[config.mk]
export PLATFORM = sky130hd
export DESIGN_NAME = trace_nibble_framer_flat
export DESIGN_NICKNAME = d
export VERILOG_FILES = /design/src/rtl/trace_nibble_framer_if.sv /design/src/rtl/trace_nibble_framer.sv /design/src/flat_wrapper.sv
export SDC_FILE = /design/constraint.sdc
export NUM_CORES = 1
export LEC_CHECK = 0
export ABC_AREA = 1
export ABC_CLOCK_PERIOD_IN_PS = 1800
export CORE_MARGIN = 3
export CORE_UTILIZATION = 35
export DETAILED_ROUTE_END_ITERATION = 16
export HOLD_SLACK_MARGIN = 0.08
export PLACE_DENSITY_LB_ADDON = 0.25
export SLEW_MARGIN = 5
export SYNTH_ARGS = -nofsm -noshare
export SYNTH_HDL_FRONTEND = slang
export SYNTH_SLANG_ARGS = --single-unit
[constraint.sdc]
create_clock -name target_clk -period 1.8 [get_ports target_clk]
set_input_delay 0.18 -clock target_clk [delete_from_list [all_inputs] [get_ports target_clk]]
set_output_delay 0.18 -clock target_clk [all_outputs]
set_load 0.03 [all_outputs]
[src/rtl/trace_nibble_framer_if.sv]
`default_nettype none
// ============================================================================
//  Module      : trace_nibble_framer_if
//  Description : Bundle between the 4-bit trace pins and the nibble framer.
//                Carries the raw trace nibble and capture enable in, and the
//                framed byte stream plus sync status out.
//  Revision    : 1.0 - initial release
// ============================================================================
interface trace_nibble_framer_if;

  logic [3:0] trace_data;
  logic       capture_en;
  logic [7:0] byte_out;
  logic       byte_valid;
  logic       frame_start;
  logic       synced;
  logic       sync_err;
  logic [7:0] sync_err_count;

  // Trace side: drives the pins and enable, observes the framed stream.
  modport master (
    output trace_data,
    output capture_en,
    input  byte_out,
    input  byte_valid,
    input  frame_start,
    input  synced,
    input  sync_err,
    input  sync_err_count
  );

  // Framer side: samples the pins and produces the framed stream.
  modport slave (
    input  trace_data,
    input  capture_en,
    output byte_out,
    output byte_valid,
    output frame_start,
    output synced,
    output sync_err,
    output sync_err_count
  );

endinterface
`default_nettype wire

[src/rtl/trace_nibble_framer.sv]
`default_nettype none
// ============================================================================
//  Module      : trace_nibble_framer
//  Description : Trace-port capture front end. Hunts for the TPIU full-sync
//                pattern on the 4-bit trace port, locks nibble/byte phase,
//                assembles bytes, strips full-sync packets and emits a byte
//                stream with frame-start markers.
//  Revision    : 1.0 - initial release
// ============================================================================
module trace_nibble_framer #(
  parameter int pFRAME_BYTES = 16
) (
  input  logic                 target_clk,
  input  logic                 reset,
  trace_nibble_framer_if.slave bus
);

  // Frame index width; a single-byte frame still needs a 1-bit counter.
  localparam int               IDX_W      = (pFRAME_BYTES > 1) ? $clog2(pFRAME_BYTES) : 1;
  localparam logic [IDX_W-1:0] IDX_LAST   = IDX_W'(pFRAME_BYTES - 1);
  localparam logic [31:0]      FULL_SYNC  = 32'h7FFF_FFFF;
  localparam int               PIPE_DEPTH = 4;

  typedef enum logic [0:0] {
    ST_HUNT   = 1'b0,
    ST_SYNCED = 1'b1
  } state_t;

  // Input sample and nibble history. Only history bits [31:4] are ever
  // compared (the current sample supplies the newest nibble), so the oldest
  // nibble of the 32-bit window is not stored.
  logic [3:0]  nib_q;
  logic [31:4] sr_q;
  logic        sync_match;

  // Framing state.
  state_t      state_q, state_d;
  logic        phase_q, phase_d;       // 1: nib_q holds a high nibble
  logic [3:0]  low_q, low_d;           // low nibble awaiting its partner

  // Four-deep byte pipeline. Deep enough to hold the first three bytes of a
  // full sync so they can be squashed once the closing 7F identifies it.
  logic [PIPE_DEPTH-1:0][7:0] pipe_data_q, pipe_data_d;
  logic [PIPE_DEPTH-1:0]      pipe_vld_q,  pipe_vld_d;

  // Output side.
  logic [IDX_W-1:0] idx_q, idx_d;
  logic [7:0]       byte_out_q, byte_out_d;
  logic             byte_valid_q, byte_valid_d;
  logic             frame_start_q, frame_start_d;
  logic             sync_err_q, sync_err_d;
  logic [7:0]       err_cnt_q, err_cnt_d;

  // Sample the trace pins every cycle and shift the nibble history.
  always_ff @(posedge target_clk or negedge reset) begin
    if (!reset) begin
      nib_q <= '0;
      sr_q  <= '0;
    end else begin
      nib_q <= bus.trace_data;
      sr_q  <= {nib_q, sr_q[31:8]};
    end
  end

  // Newest nibble on top: F,F,F,F,F,F,F,7 in arrival order.
  assign sync_match = ({nib_q, sr_q[31:4]} == FULL_SYNC);

  // Framing state and pipeline registers.
  always_ff @(posedge target_clk or negedge reset) begin
    if (!reset) begin
      state_q       <= ST_HUNT;
      phase_q       <= 1'b0;
      low_q         <= '0;
      pipe_data_q   <= '0;
      pipe_vld_q    <= '0;
      idx_q         <= '0;
      byte_out_q    <= '0;
      byte_valid_q  <= 1'b0;
      frame_start_q <= 1'b0;
      sync_err_q    <= 1'b0;
      err_cnt_q     <= '0;
    end else begin
      state_q       <= state_d;
      phase_q       <= phase_d;
      low_q         <= low_d;
      pipe_data_q   <= pipe_data_d;
      pipe_vld_q    <= pipe_vld_d;
      idx_q         <= idx_d;
      byte_out_q    <= byte_out_d;
      byte_valid_q  <= byte_valid_d;
      frame_start_q <= frame_start_d;
      sync_err_q    <= sync_err_d;
      err_cnt_q     <= err_cnt_d;
    end
  end

  // Next-state: sync hunting, byte assembly, sync stripping and emission.
  always_comb begin
    state_d       = state_q;
    phase_d       = phase_q;
    low_d         = low_q;
    pipe_data_d   = pipe_data_q;
    pipe_vld_d    = pipe_vld_q;
    idx_d         = idx_q;
    byte_out_d    = byte_out_q;
    byte_valid_d  = 1'b0;
    frame_start_d = 1'b0;
    sync_err_d    = 1'b0;
    err_cnt_d     = err_cnt_q;

    unique case (state_q)
      ST_HUNT: begin
        pipe_vld_d = '0;
        if (bus.capture_en && sync_match) begin
          // The 7 just seen closes the sync, so the next nibble is a low one.
          state_d = ST_SYNCED;
          phase_d = 1'b0;
          idx_d   = '0;
        end
      end

      ST_SYNCED: begin
        if (!bus.capture_en) begin
          state_d    = ST_HUNT;
          pipe_vld_d = '0;
        end else if (!phase_q) begin
          phase_d = 1'b1;
          low_d   = nib_q;
          if (sync_match) begin
            // Sync ended on a low-nibble slot: our phase was wrong. Drop
            // everything in flight and realign on the sync just seen.
            sync_err_d = 1'b1;
            if (err_cnt_q != 8'hFF) begin
              err_cnt_d = err_cnt_q + 8'd1;
            end
            pipe_vld_d = '0;
            phase_d    = 1'b0;
            idx_d      = '0;
          end
        end else begin
          // High nibble: a byte completes and the pipeline advances.
          phase_d = 1'b0;
          if (pipe_vld_q[PIPE_DEPTH-1]) begin
            byte_valid_d  = 1'b1;
            byte_out_d    = pipe_data_q[PIPE_DEPTH-1];
            frame_start_d = (idx_q == '0);
            idx_d         = (idx_q == IDX_LAST) ? '0 : idx_q + 1'b1;
          end
          pipe_data_d = {pipe_data_q[PIPE_DEPTH-2:0], {nib_q, low_q}};
          pipe_vld_d  = {pipe_vld_q[PIPE_DEPTH-2:0], 1'b1};
          if (sync_match) begin
            // Aligned sync: the completing 7F and the three FF bytes behind
            // it all vanish; the byte leaving stage 3 is real data and is
            // still emitted above. The next emitted byte starts a frame.
            pipe_vld_d = '0;
            idx_d      = '0;
          end
        end
      end

      default: begin
        state_d    = ST_HUNT;
        pipe_vld_d = '0;
      end
    endcase
  end

  assign bus.byte_out       = byte_out_q;
  assign bus.byte_valid     = byte_valid_q;
  assign bus.frame_start    = frame_start_q;
  assign bus.synced         = (state_q == ST_SYNCED);
  assign bus.sync_err       = sync_err_q;
  assign bus.sync_err_count = err_cnt_q;

endmodule
`default_nettype wire

[src/flat_wrapper.sv]
// flat-port wrapper written by rule: the top's interface ports become plain ports
module trace_nibble_framer_flat 
#(
  parameter int pFRAME_BYTES = 16
)
  (target_clk, reset, bus_trace_data, bus_capture_en, bus_byte_out, bus_byte_valid, bus_frame_start, bus_synced, bus_sync_err, bus_sync_err_count);
  trace_nibble_framer_if bus_i ();
  input  logic target_clk;
  input  logic reset;
  input wire logic [$bits(bus_i.trace_data)-1:0] bus_trace_data;
  input wire logic [$bits(bus_i.capture_en)-1:0] bus_capture_en;
  output wire logic [$bits(bus_i.byte_out)-1:0] bus_byte_out;
  output wire logic [$bits(bus_i.byte_valid)-1:0] bus_byte_valid;
  output wire logic [$bits(bus_i.frame_start)-1:0] bus_frame_start;
  output wire logic [$bits(bus_i.synced)-1:0] bus_synced;
  output wire logic [$bits(bus_i.sync_err)-1:0] bus_sync_err;
  output wire logic [$bits(bus_i.sync_err_count)-1:0] bus_sync_err_count;
  assign bus_i.trace_data = bus_trace_data;
  assign bus_i.capture_en = bus_capture_en;
  assign bus_byte_out = bus_i.byte_out;
  assign bus_byte_valid = bus_i.byte_valid;
  assign bus_frame_start = bus_i.frame_start;
  assign bus_synced = bus_i.synced;
  assign bus_sync_err = bus_i.sync_err;
  assign bus_sync_err_count = bus_i.sync_err_count;
  trace_nibble_framer #(.pFRAME_BYTES(pFRAME_BYTES)) u_core (.target_clk(target_clk), .reset(reset), .bus(bus_i));
endmodule
After elaboration in Yosys (flattened, before gate mapping):

Index checks and enable logic that the tools add are counted.

* logic and storage cells: 68
* input port bits: 7
* register bits after elaboration: 97

* mux-type cells: 32
* $add $sub $neg: 2
* reduce and logical (&&, ||, !) cells: 8
* equality and inequality tests: 8
* bitwise logic cells: 2

Operator list (count)
* 4-bit two-way mux: 10
* 32-bit by 31-bit equality test with 1-bit output, second input constant: 1
* 1-bit two-way mux: 18
* 4-bit one-hot mux with 2 select lines: 2
* 8-bit by 1-bit adder with 8-bit output, second input constant: 1
* 8-bit != test, second input constant: 1
* 4-bit AND reduction: 2
* 3-bit by 2-bit != test with 1-bit output, second input constant: 2
* 3-bit AND reduction: 2
* 5-bit AND reduction: 1
* 4-bit by 1-bit adder with 4-bit output, second input constant: 1
* 4-bit equality test, second input constant: 1
* 4-bit logical NOT: 1
* 4-bit by 3-bit != test with 1-bit output, second input constant: 1
* 1-bit one-hot mux with 2 select lines: 2
* 2-bit by 1-bit != test with 1-bit output, second input constant: 1
* 2-bit != test, second input constant: 1
* 1-bit NOT: 2
* 2-bit AND reduction: 1
* 1-bit logical AND: 1

Logic depth before layout (Yosys ltp):

* depth after elaboration: 7
* mapped depth: 11
* mapped depth without buffers: 11

Worst setup path after synthesis:

OpenSTA, ideal clock, no wires.

* path type: register -> register
* start point: register u_core.err_cnt_q[1] (netlist: u_core.bus.sync_err_count[1])
* end point: register u_core.err_cnt_q[5] (netlist: u_core.bus.sync_err_count[5])
* setup time: 118 ps
* data arrival time: 1420 ps
* cell stages (with the launch flop): 9
* path slack: 262 ps
* cell sequence: dfrtp_1 > ha_1 > inv_1 > nor2_2 > nand2_2 > nor3_4 > inv_2 > nand4_1 > nand2_1

* word-level cells in the longest chain between the ends: 2
* elaborated cells between the ends (all ways): 3
* classes of those cells: 1 x add/sub; 1 x eq/ne; 1 x reduce/logical

RTL lines
* start: declaration: line trace_nibble_framer.sv:52 `logic [7:0] err_cnt_q, err_cnt_d;`
* start signal: assignment: line trace_nibble_framer.sv:93 `err_cnt_q <= err_cnt_d;`
* parallel branches: the longest is 2 deep, another holds 8-bit by 1-bit adder with 8-bit output

Parallel ways; which one is timed is not known.
A chain may end at the register's enable or synchronous reset.

Worst setup path in the final report:

* start point: register u_core.err_cnt_q[3] (netlist: u_core.bus.sync_err_count[3])
* end point: output bus_sync_err_count[3]

RTL lines
* end: declaration: line flat_wrapper.sv:17 `output wire logic [$bits(bus_i.sync_err_count)-1:0] bus_sync_err_count;`

No word-level cell between the ends.

==> summary.md <==
| Metric | Value |
|---|---|
| Boundary Pins | `27` |
| RSZ-0062 raised after global routing | `false` |
| Yosys warning count | `0` |
| Total GRT Usage | `11.7%` |
| Crit Path Category | `reg -> out` |
| Vias/cell | `4.45` |
| Leakage | `2.22 nW` |
| Clk buf depth | `2` |
| Synth Area in Adders | `0.985%` |
| Clock transition at the registers of the reported paths | `0.09 ns` |
| Top delay family on crit path | `buffers and inverters` |
| Largest family of logic cells by synthesized area | `simple AND/OR/NAND/NOR gates` |
| Post-Route Setup TNS | `0 ns` |
| Crit start category | `flip-flop` |
| Clk Latency, worst-skew pair | `0.36 ns` |
| Outcome | `finished clean` |
| Tcrit/Tclk final | `95.0%` |
| Setup violators final | `0` |
| Pin count of the biggest net entering global routing | `98` |
| Cell with the most instances after synthesis | `nand2_1` |
| Critical path, cell by cell | `clkdlybuf4s50_1` |
| Num rows | `37` |
| Post-synth top cells | `nand2_1 (167), dfrtp_1 (97), inv_1 (28)` |
| Num Clock Sinks | `97` |
| Peak VDD IR | `0.459 mV` |
| TritonCTS clock tree | `done` |
| Hold Path Class | `in -> reg` |
| Xor and xnor area share after synthesis | `0.689%` |
| Main synth FF type | `dfrtp_1` |
| Initial Util | `36.4%` |
| RD Place Congestion | `0.803` |
| Area leader, netlist | `dfrtp_1` |
| Synth top area share | `63.7%` |
| Seq/Total Area, Yosys | `63.7%` |
| Core area | `10,500 µm²` |
| Number of enable flip-flop cells after synthesis | `0` |
| Post-layout minimum cycle time | `1.71 ns` |
| Post-route antenna net violation count | `0` |
| Avg Synthesized Cell Area | `9.39 µm²` |
| Detailed Place HPWL | `4340 µm` |
| Worst-Margin Slew | `0.505 ns` |
| Number of global-route vias before repair | `2,471` |
| Hold_ws | `0.249 ns` |
| Max Freq | `0.585 GHz` |
| Synth Register Bits | `97` |
| Max_slew headroom | `66.3%` |
| Routed wire length per instance | `10.9 µm` |
| DR iter-0 viols | `182` |
| # DRC | `0` |
| Total routed wirelength | `6360 µm` |
| Inserted Diodes | `0` |
| Global-route wire length before repair | `11,100 µm` |
| Clock skew | `0.00917 ns` |
| Crit Path Max Fanout | `5` |
| Vias | `2,584` |
| Die height | `110 µm` |
| Async S/R FF share, synth | `100%` |
| Max_cap viols | `0` |
| Share of cells above drive strength 1 | `9.44%` |
| Max stage delay on crit path | `0.71 ns` |
| Crit path DAT | `1.53 ns` |
| Synthesis-to-layout area growth | `18.2%` |
| Compound-Gate Fraction of Synth Area | `3.81%` |
| Final Hold Fails | `0` |
| Mapped Cells | `406` |
| CP max-delay cell | `clkdlybuf4s50_1` |
| Die area | `12,200 µm²` |
| Power density over the cells | `912 nW/µm²` |
| I/O Buffers | `26` |
| CP required | `1.62 ns` |
| H-tree Lvls | `3` |
| Buf+Inv Stages, Crit Path | `1` |
| CTS buffer count | `9` |
| Synth Net Count | `416` |
| Final nets | `450` |
| Cell area after synthesis | `3810 µm²` |
| Initial antenna violation count | `0` |
| Root Buffer | `clkbuf_8` |
| Final Max Tran Viols | `0` |
| Die W | `110 µm` |
| Mux cell area share after synthesis | `0%` |
| DRT Pass-1 Iters | `4` |
| Synth cell types | `26` |
| GRT overflow | `0` |
| Top post-synthesis cells by area | `dfrtp_1 (64%), nand2_1 (16%), o21ai_0 (3.3%), inv_1 (2.8%), nor2_1 (2.6%)` |
| Simple-Gate Fraction of Synth Area | `26.1%` |
| Crit end category | `output port` |
final timing paths:
path                                                     startpoint                                        to  slack (ns)  cells after the start
min                                               bus_trace_data[1]                 u_core.nib_q[1]$_DFF_PN0_        0.25                      1
max                        u_core.bus.sync_err_count[3]$_DFFE_PN0P_                     bus_sync_err_count[3]        0.09                      1
min in group asynchronous                                     reset  u_core.bus.sync_err_count[3]$_DFFE_PN0P_        0.41                      3
min reg2reg                               u_core.sr_q[17]$_DFF_PN0_                 u_core.sr_q[13]$_DFF_PN0_        0.40                      0
max in group asynchronous                                     reset        u_core.pipe_data_q[31]$_DFFE_PN0P_        1.00                      3
max reg2reg                u_core.bus.sync_err_count[0]$_DFFE_PN0P_  u_core.bus.sync_err_count[0]$_DFFE_PN0P_        0.32                      8
through the flow:
stage	power, mW	instances	utilization, %	instance area (µm²)	setup WS (ns)
after floorplan	2.37	406	-	3810	0.262
after global placement	2.45	564	40.6	4250	0.183
after detailed placement	2.45	564	40.6	4250	0.137
after CTS	4.18	581	43.1	4510	0.0662
after global routing	4.28	581	43.1	4510	0.0190
final	4.11	581	43.1	4510	0.0895
placed cells by master (no fill, tap or decap), types with 2 or more instances in the layout:
master and n:
bufinv_16 3, o22ai_1 2, xor2_1 2, nand4_1 5, nor4_1 2, buf_4 3, nand2_2 2, nor2_2 5
nand2_4 2, clkdlybuf4s50_1 24, clkbuf_8 9, buf_12 2, nor2_4 3, nor2_1 26, inv_1 28, nand3_1 16
clkinvlp_4 2, o21ai_0 25, ha_1 3, inv_2 6, dfrtp_1 97, nand2_1 167, nor3_1 2
layer usage:
layer,track usage [%],wire [µm]
met1,15.5,3080
met2,18.4,2920
met3,3.61,268
met4,3.69,87
met5,0,0
logic make-up (layout without fill, tap and decap cells):
group / count (synthesis) / in the layout
buf+inv: 43 / 82
flops: 97 / 97
xor+xnor: 3 / 3
fa+ha+maj: 3 / 3
compound gates: 28 / 28
simple gates: 232 / 232
flip-flops by register name, summed over array words and instances, names as in the netlist:
register                   flops
u_core.bus.byte_out            8
u_core.bus.byte_valid          1
u_core.bus.frame_start         1
u_core.bus.sync_err            1
u_core.bus.sync_err_count      8
u_core.bus.synced              1
u_core.idx_q                   4
u_core.low_q                   4
u_core.nib_q                   4
u_core.phase_q                 1
u_core.pipe_data_q            32
u_core.pipe_vld_q              4
u_core.sr_q                   28
power breakdown:
group	total (mW)	internal (mW)	switching (mW)
clock	1.70	0.937	0.767
sequential	2.29	2.24	0.0440
combinational	0.118	0.0404	0.0780
total	4.11	3.22	0.889
layout make-up:
class,count,area (µm²)
Clock buffer,9,124
Clock inverter,7,125
Fill cell,1027,5960
Inverter,35,134
Multi-Input combinational cell,266,1200
Sequential cell,97,2430
Tap cell,136,170
Timing Repair Buffer,31,322
repair_timing:
action | 4_1_cts | 5_1_grt
gates resized for setup | 1 | 0
buffers inserted | 0 | 0
endpoints found under the setup margin | 1 | 0
hold buffers | 1 | 0
endpoints found under the hold margin | 97 | 0
Power figures use the tool's default switching activity.
==> variant: new RTL, same settings <==
Take the reset off `pipe_data_q` and load it in a clocked block of its own.
--- a/src/rtl/trace_nibble_framer.sv
+++ b/src/rtl/trace_nibble_framer.sv
@@ -71,7 +71,6 @@
       state_q       <= ST_HUNT;
       phase_q       <= 1'b0;
       low_q         <= '0;
-      pipe_data_q   <= '0;
       pipe_vld_q    <= '0;
       idx_q         <= '0;
       byte_out_q    <= '0;
@@ -83,7 +82,6 @@
       state_q       <= state_d;
       phase_q       <= phase_d;
       low_q         <= low_d;
-      pipe_data_q   <= pipe_data_d;
       pipe_vld_q    <= pipe_vld_d;
       idx_q         <= idx_d;
       byte_out_q    <= byte_out_d;
@@ -92,6 +90,10 @@
       sync_err_q    <= sync_err_d;
       err_cnt_q     <= err_cnt_d;
     end
+  end
+
+  always_ff @(posedge target_clk) begin
+    pipe_data_q <= pipe_data_d;
   end
 
   // Next-state: sync hunting, byte assembly, sync stripping and emission.
Formal check against the unedited RTL: same outputs for any inputs over 10 cycles, from zero or initial values and one cycle with reset low; that may be too few to reach the edited logic, so the function may still have changed.
==> variant against the original RTL <==
Cell area down 5.5%; area after synthesis decreased by 6.6%; worst setup slack better by 0.042 ns; register-to-register slack worse by 0.03 ns; total power fell by 2.5%; fmax rose by 2.5%; combinational power fell by 40%; sequential cell count unchanged; clock skew down 0.0017 ns; wire length fell by 13%.
==> variant: results (changes against the original RTL) <==
reg2reg end -> u_core.bus.sync_err_count[6]
post-DR vias/cell -> 4.30 (-3.4%)
Post-synth ARST share -> 0.670 (-0.330)
Arrival @ worst endpoint -> 1.49 ns (-0.04 ns)
post-synthesis adder-cell area fraction -> 0.0105 (+0.000692)
met1 usage -> 0.140 (-0.0144)
R2R Path Start -> u_core.nib_q[1]
Multi-input comb cells -> 184 (-31%)
met2 Resource Use GR -> 0.161 (-0.0236)
VDD IR max -> 0.358 mV (-22%)
placed cell area -> 0.00402 mm2 (-5.5%)
sequential area share after synthesis -> 0.727 (+0.0897)
Hold Path End -> u_core.nib_q[2]
part of the cycle the worst path needs -> 0.927 (-0.0232)
buffers outside the clock class -> 30 (-3.2%)
cts repair resizes -> 0 (-1)
crit path max fanout -> 4 (-1)
Post-synth top cells -> 103 x nand2_1, 65 x dfrtp_1, 32 x edfxtp_1
Layout Nets -> 353 (-22%)
static leakage -> 1.84 nW (-17%)
synthesized cell area -> 0.00356 mm2 (-6.6%)
worst relative slew slack -> 0.775 (+0.112)
status -> finished, final reports clean
Clock Buffer Count -> 10 (+1)
GRT Overall Usage -> 0.105 (-0.0117)
fill count -> 959 (-6.6%)
Mapped Nets -> 314 (-25%)
first-pass GRT wire length -> 9320 um (-16%)
non-clock buffer share of cell area -> 0.0734 (+0.00207)
Non-clk invs -> 21 (-40%)
min-delay src -> bus_trace_data[2]
largest net degree at the start of global routing -> 66 (-33%)
P_sw -> 0.000761 W (-14%)
share of layout cells above drive strength 1 -> 0.112 (+0.0177)
Distinct cells, synth -> 27 (+3.8%)
==> variant: stage by stage <==
| stage | util | hold WS, ns | power, W | instances |
|---|---|---|---|---|
| 6_report | 0.434 | 0.265 | 0.00401 | 481 |
| 4_1_cts | 0.434 | 0.237 | 0.00408 | 481 |
| 2_1_floorplan | - | -0.116 | 0.00239 | 304 |
| 3_5_place_dp | 0.409 | 0.225 | 0.00245 | 464 |
| 3_3_place_gp | 0.409 | 0.224 | 0.00245 | 464 |
| 5_1_grt | 0.434 | 0.240 | 0.00417 | 481 |
==> variant: power groups by stage <==
stage | Combinational [W] | Clock, W | Sequential (W)
detailed placement | 0.0000729 | 0 | 0.00238
floorplan | 0.0000213 | 0 | 0.00237
global placement | 0.0000725 | 0 | 0.00238
global route | 0.0000835 | 0.00175 | 0.00234
finish | 0.0000708 | 0.00160 | 0.00233
CTS | 0.0000747 | 0.00168 | 0.00233
==> variant: timing repair <==
action	CTS	global route
hold buffers	1	0
hold endpoints to repair	65	0
buffers inserted	0	0
